[config.mk]
export PLATFORM = sky130hd
export DESIGN_NAME = log_unit
export DESIGN_NICKNAME = d
export VERILOG_FILES = /design/src/rtl/log_unit.sv
export SDC_FILE = /design/constraint.sdc
export NUM_CORES = 2
export LEC_CHECK = 0
export ABC_AREA = 1
export BUFFER_PORTS_ARGS = -buffer_cell sky130_fd_sc_hd__buf_2
export CORE_MARGIN = 2
export CORE_UTILIZATION = 40
export CTS_BUF_LIST = sky130_fd_sc_hd__clkbuf_8
export CTS_CLUSTER_SIZE = 20
export DETAILED_ROUTE_END_ITERATION = 8
export PLACE_DENSITY = 0.59
export SETUP_SLACK_MARGIN = 0.4
export SYNTH_ARGS = -nofsm -noshare
export SYNTH_HDL_FRONTEND = slang
export SYNTH_SLANG_ARGS = --single-unit
[constraint.sdc]
create_clock -name clk -period 8 [get_ports clk]
set_input_delay 0.8 -clock clk [delete_from_list [all_inputs] [get_ports clk]]
set_output_delay 0.8 -clock clk [all_outputs]
set_load 0.02 [all_outputs]
[src/rtl/log_unit.sv]
// Sequential fixed-point logarithm: normalises x to 2^e * m, then extracts
// log2 fraction bits by repeated squaring and optionally scales by ln(2).
module log_unit #(
    parameter int WIDTH = 32,
    parameter int FRAC  = 16,
    parameter int ITER  = 16
) (
    input  logic             clk,
    input  logic             reset,
    input  logic             in_valid,
    output logic             in_ready,
    input  logic [WIDTH-1:0] in_data,
    input  logic             mode,
    output logic             out_valid,
    input  logic             out_ready,
    output logic [WIDTH-1:0] out_data,
    output logic             out_err,
    output logic [2:0]       dbg_state_o
);

    localparam int PW = (WIDTH > 1) ? $clog2(WIDTH) : 1;
    localparam int CW = (ITER > 1) ? $clog2(ITER) : 1;
    localparam longint LN2_INT = longint'(0.6931471805599453 * real'(longint'(1) << FRAC));
    localparam logic [WIDTH-1:0] LN2 = WIDTH'(LN2_INT);

    typedef enum logic [2:0] {
        S_IDLE  = 3'd0,
        S_NORM  = 3'd1,
        S_ITER  = 3'd2,
        S_SCALE = 3'd3,
        S_DONE  = 3'd4
    } state_t;

    state_t            state_q, state_d;
    logic [WIDTH-1:0]  x_q, x_d;
    logic              mode_q, mode_d;
    logic [WIDTH-1:0]  e_q, e_d;
    logic [WIDTH-1:0]  m_q, m_d;
    logic [ITER-1:0]   frac_q, frac_d;
    logic [CW-1:0]     cnt_q, cnt_d;
    logic [WIDTH-1:0]  out_data_q, out_data_d;
    logic              out_err_q, out_err_d;

    logic [PW-1:0]     msb_pos;
    logic [WIDTH-1:0]  sq;
    logic [WIDTH-1:0]  l_val;
    logic [WIDTH-1:0]  ln_val;

    // Handshake: a transfer happens on a rising edge where valid && ready;
    // in_ready is high only in IDLE, out_valid only in DONE, no overlap.
    assign in_ready    = (state_q == S_IDLE);
    assign out_valid   = (state_q == S_DONE);
    assign out_data    = out_data_q;
    assign out_err     = out_err_q;
    assign dbg_state_o = state_q;

    always_comb begin
        msb_pos = '0;
        for (int i = 0; i < WIDTH; i++) begin
            if (x_q[i]) msb_pos = i[PW-1:0];
        end
    end

    // m is Q1.(WIDTH-1); its square truncated to Q2.(WIDTH-2) is the top half.
    assign sq     = WIDTH'(({{WIDTH{1'b0}}, m_q} * {{WIDTH{1'b0}}, m_q}) >> WIDTH);
    assign l_val  = (e_q << FRAC) + (WIDTH'(frac_q) << (FRAC - ITER));
    assign ln_val = WIDTH'(($signed({{WIDTH{l_val[WIDTH-1]}}, l_val})
                            * $signed({{WIDTH{1'b0}}, LN2})) >>> FRAC);

    always_comb begin
        state_d    = state_q;
        x_d        = x_q;
        mode_d     = mode_q;
        e_d        = e_q;
        m_d        = m_q;
        frac_d     = frac_q;
        cnt_d      = cnt_q;
        out_data_d = out_data_q;
        out_err_d  = out_err_q;

        case (state_q)
            S_IDLE: begin
                if (in_valid) begin
                    x_d    = in_data;
                    mode_d = mode;
                    if ($signed(in_data) <= 0) begin
                        out_err_d  = 1'b1;
                        out_data_d = {1'b1, {(WIDTH-1){1'b0}}};
                        state_d    = S_DONE;
                    end else begin
                        out_err_d = 1'b0;
                        state_d   = S_NORM;
                    end
                end
            end
            S_NORM: begin
                m_d     = x_q << (PW'(WIDTH - 1) - msb_pos);
                e_d     = WIDTH'(msb_pos) - WIDTH'(FRAC);
                frac_d  = '0;
                cnt_d   = '0;
                state_d = S_ITER;
            end
            S_ITER: begin
                // Square >= 2 means the next log2 bit is 1; halving a Q2 value
                // is just reinterpreting the same bits as Q1.
                if (sq[WIDTH-1]) begin
                    m_d    = sq;
                    frac_d = (frac_q << 1) | ITER'(1);
                end else begin
                    m_d    = sq << 1;
                    frac_d = frac_q << 1;
                end
                cnt_d = cnt_q + 1'b1;
                if (cnt_q == CW'(ITER - 1)) state_d = S_SCALE;
            end
            S_SCALE: begin
                out_data_d = mode_q ? l_val : ln_val;
                state_d    = S_DONE;
            end
            S_DONE: begin
                if (out_ready) state_d = S_IDLE;
            end
            default: state_d = S_IDLE;
        endcase
    end

    always_ff @(posedge clk or negedge reset) begin
        if (!reset) begin
            state_q    <= S_IDLE;
            x_q        <= '0;
            mode_q     <= 1'b0;
            e_q        <= '0;
            m_q        <= '0;
            frac_q     <= '0;
            cnt_q      <= '0;
            out_data_q <= '0;
            out_err_q  <= 1'b0;
        end else begin
            state_q    <= state_d;
            x_q        <= x_d;
            mode_q     <= mode_d;
            e_q        <= e_d;
            m_q        <= m_d;
            frac_q     <= frac_d;
            cnt_q      <= cnt_d;
            out_data_q <= out_data_d;
            out_err_q  <= out_err_d;
        end
    end

endmodule

Word level (Yosys, flattened, before mapping)
Cells that the tools add are included.
- add/sub/neg operators: 4
- multiply operators: 2
- $lt $le $gt $ge: 1
- equal/unequal tests: 9
- shifts and indexed selects: 1
- multiplexer cells: 46
- reductions and logical operators: 6
- operators by type and width (cell ; count):
    32-bit 2-to-1 mux ; 4
    32-bit case mux with 2 select lines ; 2
    5-bit 2-to-1 mux ; 21
    32-bit by 32-bit multiplier with 64-bit output ; 1
    32-bit by 16-bit multiplier with 47-bit output, second input constant ; 1
    32-bit by 16-bit adder with 32-bit output ; 1
    32-bit by 1-bit <= comparator with 1-bit output, second input constant ; 1
    16-bit case mux with 2 select lines ; 1
    32-bit by 5-bit << shifter with 32-bit output ; 1
    3-bit 2-to-1 mux ; 8
    3-bit case mux with 5 select lines ; 1
    4-bit 2-to-1 mux ; 3
    4-bit case mux with 2 select lines ; 1
    3-bit by 2-bit == test with 1-bit output, second input constant ; 2
    3-bit AND reduction ; 2
    5-bit by 5-bit subtractor with 6-bit output, second input constant ; 1
    5-bit subtractor, first input constant ; 1
    4-bit by 1-bit adder with 4-bit output, second input constant ; 1
    4-bit == test, second input constant ; 1
    2-bit 2-to-1 mux ; 2
    2-bit by 1-bit != test with 1-bit output, second input constant ; 2
    2-bit != test, second input constant ; 2
    2-bit nonzero test ; 2
    3-bit by 1-bit == test with 1-bit output, second input constant ; 1
    4 further kinds ; 6
- flip-flop bits (word level): 127
- input port bits: 37
- output and inout port bits: 38
- word-level logic and storage cells: 78

Depth between registers and ports, before layout
- depth after elaboration: 34
- depth in mapped cells: 42
- gate-level depth less buffers: 41

Least setup slack after synthesis
No wires, ideal clock.
- path type: reg-to-reg
- start point: reg m_q[2]
- end point: reg m_q[24]
- setup time: 0.117 ns
- data arrival time: 7.472 ns
- required time: 7.883 ns
- setup slack: 0.411 ns
- stages on the path, launching flop included: 35
- path buffers: 2
- period minus slack after synthesis: 7.589 ns
- cells stage by stage: dfrtp_1 -> clkbuf_1 -> buf_1 -> nand2_1 -> fa_1 -> inv_1 -> fa_1 -> inv_1 -> fa_1 -> fa_1 -> inv_1 -> fa_1 -> inv_1 -> fa_1 -> inv_1 -> fa_1 -> fa_1 -> ha_1 -> a21oi_1 -> inv_1 -> o21ai_0 -> o211a_1 -> nor2_1 -> a2111oi_0 -> nand2_1 -> nand3_1 -> o21ai_0 -> a21o_1 -> a21oi_1 -> xor2_1 -> o21ai_0 -> nor2_1 -> nand2_1 -> nor2_1 -> nor2_1
- longest elaborated chain between the ends: 3
- RTL lines (element ; line ; text):
    start, declared ; 38 ; logic [WIDTH-1:0] m_q, m_d;
    start signal, assigned ; 143 ; m_q <= m_d;
    32-bit by 32-bit multiplier with 64-bit output ; 65 ; assign sq = WIDTH'(({{WIDTH{1'b0}}, m_q} * {{WIDTH{1'b0}}, m_q}) >> WIDTH);
    32-bit 2-to-1 mux ; 106 ; if (sq[WIDTH-1]) begin
    32-bit case mux with 2 select lines ; 81 ; case (state_q)
No other way between the ends.
A chain may end at the register's enable or synchronous reset.

Final worst setup path
- start point: reg m_q[10]
- end point: reg m_q[19]
Same word-level chain as after synthesis.

==> Flow_metrics.wiki <==
{| class="wikitable"
! Metric !! Value
|-
| Synth top area share || between 40 and 50%
|-
| Worst setup margin || about 210 ps
|-
| CP most frequent cell || sky130_fd_sc_hd__fa_1
|-
| Cell area after technology mapping || around 43000 um2
|-
| Most numerous cell in the Yosys netlist || sky130_fd_sc_hd__inv_1
|-
| Synth Area per Inst || 8.305 um2
|-
| H-tree depth || 4
|-
| Synthesis-stage register bit count || about 130
|-
| Worst Path Class, Setup || reg2reg
|-
| Total global routing track utilization || ~22%
|-
| Vias per std cell || roughly 4.9
|-
| Run status || complete, no violations
|-
| Total overflow reported by the global router || 0
|-
| Number of rows created at floorplan || roughly 120
|-
| Setup repair after global routing missed its margin || true
|-
| Number of enable flip-flop cells after synthesis || 0
|-
| Overall die height || approximately 330 um
|-
| Arrival time at the worst endpoint || approximately 8200 ps
|-
| Endpoint type of the worst setup path || flop
|-
| Share of cells above drive strength 1 || 10.77%
|-
| Clock Pin Slew Worst Setup and Hold Paths || ~80 ps
|-
| Number of hold violations in the final report || 0
|-
| Number of global-route vias before repair || 34540
|-
| Horizontal die dimension || between 300 and 400 um
|-
| Root Driver || sky130_fd_sc_hd__clkbuf_8
|-
| Most instantiated cells after synthesis || sky130_fd_sc_hd__inv_1 (1575), sky130_fd_sc_hd__nand2_1 (936), sky130_fd_sc_hd__fa_1 (915), sky130_fd_sc_hd__ha_1 (444), sky130_fd_sc_hd__nand3_1 (220)
|-
| Placeable core region || between 100000 and 150000 um2
|-
| Achievable frequency || roughly 130 MHz
|-
| Number of clock buffers inserted by TritonCTS || 17
|-
| Top cells by area in the synthesized netlist || sky130_fd_sc_hd__fa_1 (43%), sky130_fd_sc_hd__inv_1 (14%), sky130_fd_sc_hd__ha_1 (13%)
|-
| Warning count from the yosys run || 0
|-
| CTS tree || built
|-
| Total of hold buffers inserted after clock tree synthesis || 0
|-
| Overall die area || between 100000 and 150000 um2
|-
| Library cell with the largest summed area after synthesis || sky130_fd_sc_hd__fa_1
|-
| Maximum Capacitance Violations || 0
|-
| Maximum root-to-sink buffer count || 2
|-
| Seq/Total Area, Yosys || 7.382%
|-
| Req. time, crit path || 8450 ps
|-
| Clock Skew || approximately 19 ps
|-
| Sum of routed wire length over all layers || ~120000 um
|-
| Insertion delay of the later-clocked pin in the worst-skew pair || between 500 and 600 ps
|-
| Global-route wire length before repair || 187200 um
|-
| Estimated wirelength of the detail-placed design || approximately 98000 um
|-
| Main flop type after synthesis || sky130_fd_sc_hd__dfrtp_1
|-
| Starting Density || roughly two fifths
|-
| Number of nets in the synthesized netlist || between 6000 and 7000
|-
| Path category of the worst min-delay check || in2async
|-
| Final GP Congestion || approximately 0.92
|-
| Slowest cell on the critical path || sky130_fd_sc_hd__fa_1
|-
| Worst slack at placement || -120.1 ps
|-
| Input/output buffers || 74
|-
| Post-layout instance area || roughly 48000 um2
|-
| Post-route DRC violation count || 0
|-
| Number of slew-limit violations in the final report || 0
|-
| Number of antenna violations at the first check in global routing || 1
|-
| Count of unique library cells instantiated by Yosys || between 60 and 70
|-
| Slew at the pin closest to its max-slew limit || ~1300 ps
|-
| Synthesized instance count || 5143
|-
| Ant. Diodes || 0
|-
| Final critical path time including I/O delays and setup || 7785 ps
|-
| Clock Sinks || between 100 and 150
|-
| Synthesis-to-finish area growth || 11.65%
|-
| Count of nets left with antenna violations after detail routing || 0
|-
| Pin count of the biggest net entering global routing || ~80
|-
| Final count of negative-setup-slack endpoints || 0
|-
| Post-route fraction of the period consumed by the critical path || slightly below 100%
|-
| Headroom to the max-slew limit || roughly 15%
|-
| Post-place instance area || approximately 46000 um2
|-
| Largest incremental delay on the critical path || 540 ps
|-
| First-pass detailed-route iteration total || 6
|-
| Routed via count || roughly 33000
|-
| Nets || 6694
|-
| CP Max Fanout || 6
|-
| Number of DRC markers after the initial detailed-route iteration || slightly above 2000
|-
| Number of top-level pins || between 70 and 80
|-
| CP Launch Type || flop
|-
| Wire length per cell after detailed routing || 17.48 um
|-
| Count of fill cells added during filler insertion || 10340
|-
| Proportion of synthesized flip-flops having asynchronous set or reset || between 90% and 100%
|}
[layout by cell type, fill, tap and decap left out, types with 10 or more instances in the layout]
cell,count
sky130_fd_sc_hd__buf_4,172
sky130_fd_sc_hd__xor2_1,59
sky130_fd_sc_hd__o21ai_0,111
sky130_fd_sc_hd__fa_1,891
sky130_fd_sc_hd__nor4_1,11
sky130_fd_sc_hd__nand4_1,11
sky130_fd_sc_hd__ha_4,18
sky130_fd_sc_hd__buf_2,74
sky130_fd_sc_hd__o22ai_1,16
sky130_fd_sc_hd__inv_1,1561
sky130_fd_sc_hd__o21a_1,11
sky130_fd_sc_hd__nor2_2,10
sky130_fd_sc_hd__or2_2,12
sky130_fd_sc_hd__nand2_1,893
sky130_fd_sc_hd__o21bai_1,16
sky130_fd_sc_hd__nand2_2,36
sky130_fd_sc_hd__nand2_4,11
sky130_fd_sc_hd__a31oi_1,16
sky130_fd_sc_hd__nand3_2,14
sky130_fd_sc_hd__buf_6,21
sky130_fd_sc_hd__a21oi_2,22
sky130_fd_sc_hd__clkbuf_8,17
sky130_fd_sc_hd__inv_2,18
sky130_fd_sc_hd__a21oi_1,138
sky130_fd_sc_hd__nor2_1,152
sky130_fd_sc_hd__dfrtp_2,18
sky130_fd_sc_hd__nand3_1,218
sky130_fd_sc_hd__dfrtp_1,108
sky130_fd_sc_hd__o21ai_1,13
sky130_fd_sc_hd__ha_1,424
sky130_fd_sc_hd__buf_12,29
sky130_fd_sc_hd__o211ai_1,12
sky130_fd_sc_hd__fa_2,24
sky130_fd_sc_hd__xnor2_1,24
[final cells by class]
| type | count | area [um2] | area share (%) |
|---|---|---|---|
| clock inverters | 15 | 186.4 | 0.3909 |
| well taps | 1391 | 1740 | 3.650 |
| flip-flops and latches | 126 | 3176 | 6.659 |
| clock buffers | 17 | 234.0 | 0.4906 |
| repair buffers | 307 | 2724 | 5.712 |
| repair inverters | 1 | 11.26 | 0.02361 |
| inverters | 1581 | 5944 | 12.47 |
| multi-input cells | 3264 | 33670 | 70.61 |
[state kept, by name (all words and copies together), names as in the netlist]
name,cells
m_q,32
e_q,5
out_err,1
frac_q,16
out_data,32
mode_q,1
dbg_state_o,3
x_q,32
cnt_q,4
[cell families after synthesis]
kind of cell             Yosys count  synth area share (%)
buffers and inverters           1753                 15.58
adder cells (fa/ha/maj)         1359                 55.89
flip-flops                       126                 7.382
XOR/XNOR                          88                 1.804
AO/OA/AOI/OAI                    423                 5.841
AND/OR/NAND/NOR                 1394                 13.50
[worst max-delay path, delay by kind of cell (launching register included)]
| family | cells | cell delay [ps] |
|---|---|---|
| adder cells (fa/ha/maj) | 9 | 3840 |
| AO/OA/AOI/OAI | 10 | 1720 |
| buffers and inverters | 8 | 880 |
| AND/OR/NAND/NOR | 9 | 770 |
| flip-flops | 1 | 490 |
[per-layer routing]
metal / wire (um) / vias up / GRT usage, %
met5: 0 / - / 0
li1: - / 15360 / -
met1: 50800 / 16150 / 30.23
met4: 3640 / 0 / 5.597
met3: 7474 / 177 / 3.438
met2: 55250 / 913 / 36.36
[what timing repair did]
action	4_1_cts	5_1_grt
setup endpoints to repair	33	33
gates cloned	1	9
pin swaps	25	77
resized for setup	87	146
setup buffers	25	26
[worst paths after layout]
path | startpoint | to | slack, ps | depth (start not counted)
min in group clk | cnt_q[3] | cnt_q[3] | 480 | 1
max in group asynchronous | reset | m_q[17] | 6400 | 2
max | m_q[10] | m_q[19] | 210 | 36
max reg2reg | m_q[10] | m_q[19] | 210 | 36
min | reset | x_q[6] | 350 | 1
min reg2reg | cnt_q[3] | cnt_q[3] | 480 | 1
[per-stage QoR]
step                      setup TNS [ps]  instances  util (%)  hold slack [ps]
after detailed placement          -145.3       6609     43.29            459.5
after CTS                              0       6667     44.24            354.1
after global placement            -10.97       6609     43.29            450.8
after floorplan                        0       5143         -            440.5
final                                  0       6702     45.17            353.4
after global routing              -180.5       6702     45.17            395.4
Power is left out: the tool's default activity adds up to more than one toggle a clock period on the data nets, which glitch-free logic cannot reach.
